### src/rtl/pipelined_rca_adder_if.sv
// Operand/result bus for pipelined_rca_adder.
// master: operand producer and result consumer (drives operands and out_ready).
// slave:  the adder itself.
interface pipelined_rca_adder_if #(
  parameter int unsigned WIDTH = 32
);
  logic             in_valid;
  logic             in_ready;
  logic [WIDTH-1:0] in_a;
  logic [WIDTH-1:0] in_b;
  logic             c_in;
  logic             sub;
  logic             out_valid;
  logic             out_ready;
  logic [WIDTH-1:0] sum;
  logic             c_out;
  logic             ovf;
  logic             busy;

  modport master (
    output in_valid, in_a, in_b, c_in, sub, out_ready,
    input  in_ready, out_valid, sum, c_out, ovf, busy
  );

  modport slave (
    input  in_valid, in_a, in_b, c_in, sub, out_ready,
    output in_ready, out_valid, sum, c_out, ovf, busy
  );
endinterface

### src/rtl/pipelined_rca_adder.sv
// Pipelined ripple-carry adder/subtractor. Each SEG-bit segment is one pipeline stage; the carry
// between segments is registered, and the not-yet-added operand segments travel alongside in
// skew registers. The final stage is the reset output register.
// Optional feature macro: RCA_SUB_EN (enables A-B through the sub input).
module pipelined_rca_adder #(
  parameter int unsigned WIDTH = 32,
  parameter int unsigned SEG   = 4
) (
  input logic                  clk,
  input logic                  rst_n,
  pipelined_rca_adder_if.slave bus
);

  localparam int unsigned STAGES = WIDTH / SEG;
  localparam int unsigned Last   = STAGES - 1;
  // Intermediate stages 0..STAGES-2; sized at least 1 so the single-stage build stays legal.
  localparam int unsigned Mid    = (STAGES > 1) ? STAGES - 1 : 1;
  localparam int unsigned CntW   = $clog2(STAGES + 1) + 1;

  logic             adv, accept, drain;
  logic [WIDTH-1:0] b_eff;
  logic             ci_eff;

  // Intermediate stage registers.
  logic [WIDTH-1:0] a_q  [Mid];
  logic [WIDTH-1:0] b_q  [Mid];
  logic [WIDTH-1:0] ps_q [Mid];
  logic [Mid-1:0]   cy_q;
  logic [Mid-1:0]   vld_q;

  // Per-stage inputs (from previous stage or the input boundary) and adder results.
  logic [WIDTH-1:0] src_a  [STAGES];
  logic [WIDTH-1:0] src_b  [STAGES];
  logic [WIDTH-1:0] src_s  [STAGES];
  logic [WIDTH-1:0] res_s  [STAGES];
  logic [SEG:0]     seg_sum[STAGES];
  logic [STAGES-1:0] src_c, src_v, res_c;
  logic             res_ovf;

  // Output (final stage) registers and in-flight counter.
  logic             out_valid_q;
  logic [WIDTH-1:0] sum_q;
  logic             c_out_q, ovf_q;
  logic [CntW-1:0]  cnt_q, cnt_d;

  assign adv    = !out_valid_q || bus.out_ready;
  assign accept = bus.in_valid && adv;
  assign drain  = out_valid_q && bus.out_ready;

  // Effective operands: subtract is A + ~B + 1, applied before stage 0.
  always_comb begin
    b_eff  = bus.in_b;
    ci_eff = bus.c_in;
`ifdef RCA_SUB_EN
    if (bus.sub) begin
      b_eff  = ~bus.in_b;
      ci_eff = 1'b1;
    end
`endif
  end

`ifndef RCA_SUB_EN
  logic unused_sub;
  assign unused_sub = bus.sub;
`endif

  // Per-stage segment add; stage k adds segment k onto the carry from stage k-1.
  always_comb begin
    src_a[0] = bus.in_a;
    src_b[0] = b_eff;
    src_s[0] = '0;
    src_c[0] = ci_eff;
    src_v[0] = accept;
    for (int k = 1; k < STAGES; k++) begin
      src_a[k] = a_q[k-1];
      src_b[k] = b_q[k-1];
      src_s[k] = ps_q[k-1];
      src_c[k] = cy_q[k-1];
      src_v[k] = vld_q[k-1];
    end
    for (int k = 0; k < STAGES; k++) begin
      seg_sum[k] = {1'b0, src_a[k][k*SEG +: SEG]} + {1'b0, src_b[k][k*SEG +: SEG]}
                 + {{SEG{1'b0}}, src_c[k]};
      res_s[k]   = src_s[k];
      res_s[k][k*SEG +: SEG] = seg_sum[k][SEG-1:0];
      res_c[k]   = seg_sum[k][SEG];
    end
    // Carry into the MSB is a^b^s at that bit; overflow is it XOR carry out.
    res_ovf = src_a[Last][WIDTH-1] ^ src_b[Last][WIDTH-1] ^ res_s[Last][WIDTH-1] ^ res_c[Last];
  end

  // In-flight beat count: accepted but not yet drained.
  always_comb begin
    cnt_d = cnt_q;
    case ({accept, drain})
      2'b10:   cnt_d = cnt_q + CntW'(1);
      2'b01:   cnt_d = cnt_q - CntW'(1);
      default: cnt_d = cnt_q;
    endcase
  end

  // Valid bits, counter and the output register (reset state).
  always_ff @(posedge clk or negedge rst_n) begin
    if (!rst_n) begin
      vld_q       <= '0;
      cnt_q       <= '0;
      out_valid_q <= 1'b0;
      sum_q       <= '0;
      c_out_q     <= 1'b0;
      ovf_q       <= 1'b0;
    end else begin
      cnt_q <= cnt_d;
      if (adv) begin
        for (int k = 0; k < STAGES - 1; k++) begin
          vld_q[k] <= src_v[k];
        end
        out_valid_q <= src_v[Last];
        // Bubbles leave the last result on the output pins.
        if (src_v[Last]) begin
          sum_q   <= res_s[Last];
          c_out_q <= res_c[Last];
          ovf_q   <= res_ovf;
        end
      end
    end
  end

  // Intermediate datapath; not reset, loaded only for valid beats.
  always_ff @(posedge clk) begin
    for (int k = 0; k < STAGES - 1; k++) begin
      if (adv && src_v[k]) begin
        a_q[k]  <= src_a[k];
        b_q[k]  <= src_b[k];
        ps_q[k] <= res_s[k];
        cy_q[k] <= res_c[k];
      end
    end
  end

  assign bus.in_ready  = adv;
  assign bus.out_valid = out_valid_q;
  assign bus.sum       = sum_q;
  assign bus.c_out     = c_out_q;
  assign bus.ovf       = ovf_q;
  assign bus.busy      = (cnt_q != '0);

endmodule

### src/flat_wrapper.sv
// flat-port wrapper written by rule: the top's interface ports become plain ports
module pipelined_rca_adder_flat 
#(
  parameter int unsigned WIDTH = 32,
  parameter int unsigned SEG   = 4
)
  (clk, rst_n, bus_in_valid, bus_in_a, bus_in_b, bus_c_in, bus_sub, bus_out_ready, bus_in_ready, bus_out_valid, bus_sum, bus_c_out, bus_ovf, bus_busy);
  pipelined_rca_adder_if #(.WIDTH(WIDTH)) bus_i ();
  input logic clk;
  input logic rst_n;
  input wire logic [$bits(bus_i.in_valid)-1:0] bus_in_valid;
  input wire logic [$bits(bus_i.in_a)-1:0] bus_in_a;
  input wire logic [$bits(bus_i.in_b)-1:0] bus_in_b;
  input wire logic [$bits(bus_i.c_in)-1:0] bus_c_in;
  input wire logic [$bits(bus_i.sub)-1:0] bus_sub;
  input wire logic [$bits(bus_i.out_ready)-1:0] bus_out_ready;
  output wire logic [$bits(bus_i.in_ready)-1:0] bus_in_ready;
  output wire logic [$bits(bus_i.out_valid)-1:0] bus_out_valid;
  output wire logic [$bits(bus_i.sum)-1:0] bus_sum;
  output wire logic [$bits(bus_i.c_out)-1:0] bus_c_out;
  output wire logic [$bits(bus_i.ovf)-1:0] bus_ovf;
  output wire logic [$bits(bus_i.busy)-1:0] bus_busy;
  assign bus_i.in_valid = bus_in_valid;
  assign bus_i.in_a = bus_in_a;
  assign bus_i.in_b = bus_in_b;
  assign bus_i.c_in = bus_c_in;
  assign bus_i.sub = bus_sub;
  assign bus_i.out_ready = bus_out_ready;
  assign bus_in_ready = bus_i.in_ready;
  assign bus_out_valid = bus_i.out_valid;
  assign bus_sum = bus_i.sum;
  assign bus_c_out = bus_i.c_out;
  assign bus_ovf = bus_i.ovf;
  assign bus_busy = bus_i.busy;
  pipelined_rca_adder #(.WIDTH(WIDTH), .SEG(SEG)) u_core (.clk(clk), .rst_n(rst_n), .bus(bus_i));
endmodule
### config.mk
export PLATFORM = sky130hd
export DESIGN_NAME = pipelined_rca_adder_flat
export DESIGN_NICKNAME = d
export VERILOG_FILES = /design/src/rtl/pipelined_rca_adder_if.sv /design/src/rtl/pipelined_rca_adder.sv /design/src/flat_wrapper.sv
export SDC_FILE = /design/constraint.sdc
export NUM_CORES = 1
export LEC_CHECK = 0
export CAP_MARGIN = 15
export CORE_AREA = 2 2 176 213
export CTS_BUF_LIST = sky130_fd_sc_hd__clkbuf_8
export CTS_CLUSTER_SIZE = 12
export DETAILED_ROUTE_END_ITERATION = 6
export DIE_AREA = 0 0 178 215
export GPL_TIMING_DRIVEN = 0
export SLEW_MARGIN = 20
export SYNTH_ARGS = -nofsm -noshare
export SYNTH_HDL_FRONTEND = slang
export SYNTH_SLANG_ARGS = --single-unit
### constraint.sdc
create_clock -name clk -period 7.4 [get_ports clk]
set_input_delay 1.85 -clock clk [delete_from_list [all_inputs] [get_ports clk]]
set_output_delay 1.85 -clock clk [all_outputs]
set_load 0.01 [all_outputs]
==> flow_metrics.tcl <==
set metrics [dict create \
    status "finished, final reports clean" \
    firstDrtPassIters 5 \
    hold_viol_final 0 \
    ys_types 30 \
    die_y_um 215 \
    syn-cell-area_sq_um 13600 \
    final-instance-count-excl-fill 1326 \
    synth_edf_count 343 \
    syn_avg_cell_area_sq_um 21.4 \
    power.total_mw 6.68 \
    finalWirelength_um 17900 \
    synthToLayoutAreaGrowth_pct 21.1 \
    cp_common_cell "clkdlybuf4s50_1" \
    post-place-ws_ns 2.16 \
    via_per_inst 4.14 \
    synth_nets 749 \
    fmax_mhz 191 \
    cts_hold_buf 0 \
    synthTopCellsByCount "343 x edfxtp_1, 49 x inv_1, 47 x dfrtp_1" \
    crit_path_cell_trace "clkdlybuf4s50_1 > nand2b_1 > buf_6 > buf_2 > clkdlybuf4s50_1" \
    wl_per_cell_um 13.5 \
    rows 77 \
    layout-drive-gt1-share 0.156 \
    cts.sinks 390 \
    worstPathRequired_ns 5.55 \
    overflow 0 \
    synth_area_leader_cell "edfxtp_1" \
    grt_pass1_wl_um 29600 \
    cts_max_path_buffers 3 \
    fin_util 0.453 \
    antenna_cells 0 \
    end_kind "output pin" \
    dpl.hpwl_um 11500 \
    ios 107 \
    fin_ws_ns 2.17 \
    post-cts-setup-buffers 0 \
    fin_crit_sh 0.706 \
    track_usage 0.0981 \
    hp-class "reg -> reg" \
    fp.dieW_um 178 \
    grt_pass1_vias 5867 \
    path_clk_slew_ns 0.06 \
    relSlewSlack 0.510 \
    port_buffers 105 \
    start_util 0.374 \
    clock_latency_ns 0.60 \
    antenna_left 0 \
    ys_warn_count 0 \
    synthFlopType "edfxtp_1" \
    nNetsFinal 918 \
    synth_area_leaders "edfxtp_1 76%, dfrtp_1 8.7%, mux2_4 3.1%" \
    place_congestion 0.715 \
    die_area_sq_um 38300 \
    num_vias 5486 \
    rsz0062_at_grt "no" \
    ys_seq_area_frac 0.844 \
    r2r_slack_ns 4.77 \
    cpPeakStageDelay_ns 0.57 \
    p_per_area_nw_per_um2 406 \
    crit_path_max_fanout 10 \
    worst_slew_pin_slew_ns 0.734 \
    fin_tns_setup_ns 0 \
    syn_inst 635 \
    grt_max_degree 61 \
    drc 0 \
    multi_input_area_sq_um 1870 \
    setup_viol 0 \
    cp.arrival_ns 3.38 \
    cp-start-kind "primary input" \
    min_period_ns 5.23 \
    power.leakage_nw 6.11 \
    regArea_sq_um 11500 \
    grt_antenna_before_repair 0 \
    cts-root-buf "clkbuf_8" \
    async_reset_ff_frac 0.121 \
    cts_tree "built" \
    yosysTopAreaCellShare 0.758 \
    clock_skew_ns 0.0269 \
    core_area_sq_um 36300 \
    yosysMostFrequentCell "edfxtp_1" \
    h-tree-depth 2 \
    cts_resized 0 \
    dp.cells 1219 \
    drv_slew 0 \
    numCtsBuffers 57 \
    crit_slowest_cell "clkdlybuf4s50_1" \
    drtIter0Drc 253 \
    n_fill_cell 3068 \
    vdd_drop_max_mv 0.230 \
    drv_cap 0 \
    critical_path_class "in -> out" \
    synth-seq-cells 390 \
]
cell type report:
| type | count | area share |
|---|---|---|
| flip-flops and latches | 390 | 0.697 |
| inverters | 49 | 0.0113 |
| plain buffers | 10 | 0.00449 |
| clock buffers | 59 | 0.0494 |
| well taps | 474 | 0.0360 |
| multi-input cells | 186 | 0.114 |
| repair buffers | 110 | 0.0701 |
| clock inverters | 48 | 0.0175 |
through the flow:
stage | hold slack, ns | instance area, sq um
3_3_place_gp | 0.400 | 15200
5_1_grt | 0.408 | 16500
3_5_place_dp | 0.405 | 15400
2_1_floorplan | 0.400 | 13600
4_1_cts | 0.383 | 16500
6_report | 0.396 | 16500
registers in the layout (all words and copies together), names as in the netlist:
register,flops
u_core.ps_q,112
u_core.bus.c_out,1
u_core.vld_q,7
u_core.bus.sum,32
u_core.a_q,112
u_core.bus.out_valid,1
u_core.cnt_q,5
u_core.b_q,112
u_core.cy_q,7
u_core.bus.ovf,1
power by group:
group	leakage [nW]	switching (mW)	internal, mW
Combinational	1.67	0.741	0.694
Clock	0.633	0.767	0.850
Sequential	3.81	0.231	3.39
Total	6.11	1.74	4.94
worst paths after layout:
path,start,endpoint,cells after the start
max,bus_out_ready,bus_in_ready,5
min,u_core.b_q[2][26],u_core.b_q[3][26],0
max reg2reg,u_core.bus.out_valid,u_core.cnt_q[4],12
min reg2reg,u_core.b_q[2][26],u_core.b_q[3][26],0
max in group asynchronous,rst_n,u_core.bus.sum[25],2
min in group asynchronous,rst_n,u_core.bus.sum[0],1
worst max-delay path: cells and delay by family:
family        cells  cell delay [ns]
buf+inv           4             1.41
simple gates      1             0.12
cells by family after synthesis:
group,count (synthesis),share of synthesized area
AO/OA/AOI/OAI,37,0.0158
multiplexers,35,0.0367
adder cells (fa/ha/maj),44,0.0493
AND/OR/NAND/NOR,46,0.0193
flip-flops,390,0.844
buffers and inverters,59,0.0190
XOR/XNOR,24,0.0155
metal layers:
layer | vias to the layer above | track usage | routed length (um)
met5 | - | 0 | 0
met4 | 0 | 0.0473 | 454
met3 | 37 | 0.0283 | 1030
met2 | 113 | 0.165 | 8930
met1 | 2631 | 0.114 | 7490
li1 | 2705 | - | -
layout by cell type, fill, tap and decap left out, types with 6 or more instances in the layout:
master / netlist / layout
edfxtp_1: 343 / 343
clkdlybuf4s50_1: 0 / 104
inv_1: 49 / 67
clkbuf_8: 0 / 59
dfrtp_1: 47 / 47
mux2_4: 28 / 28
ha_1: 28 / 28
xnor2_1: 16 / 16
fa_1: 16 / 16
o21ai_0: 13 / 13
clkinv_1: 0 / 13
nand2_1: 11 / 11
nand2b_1: 9 / 9
a21o_1: 9 / 9
a21oi_1: 9 / 9
clkinv_2: 0 / 9
xor2_1: 8 / 8
mux2_2: 7 / 7
nor2b_1: 6 / 6
buf_2: 5 / 6
(Power assumes the default switching activity.)
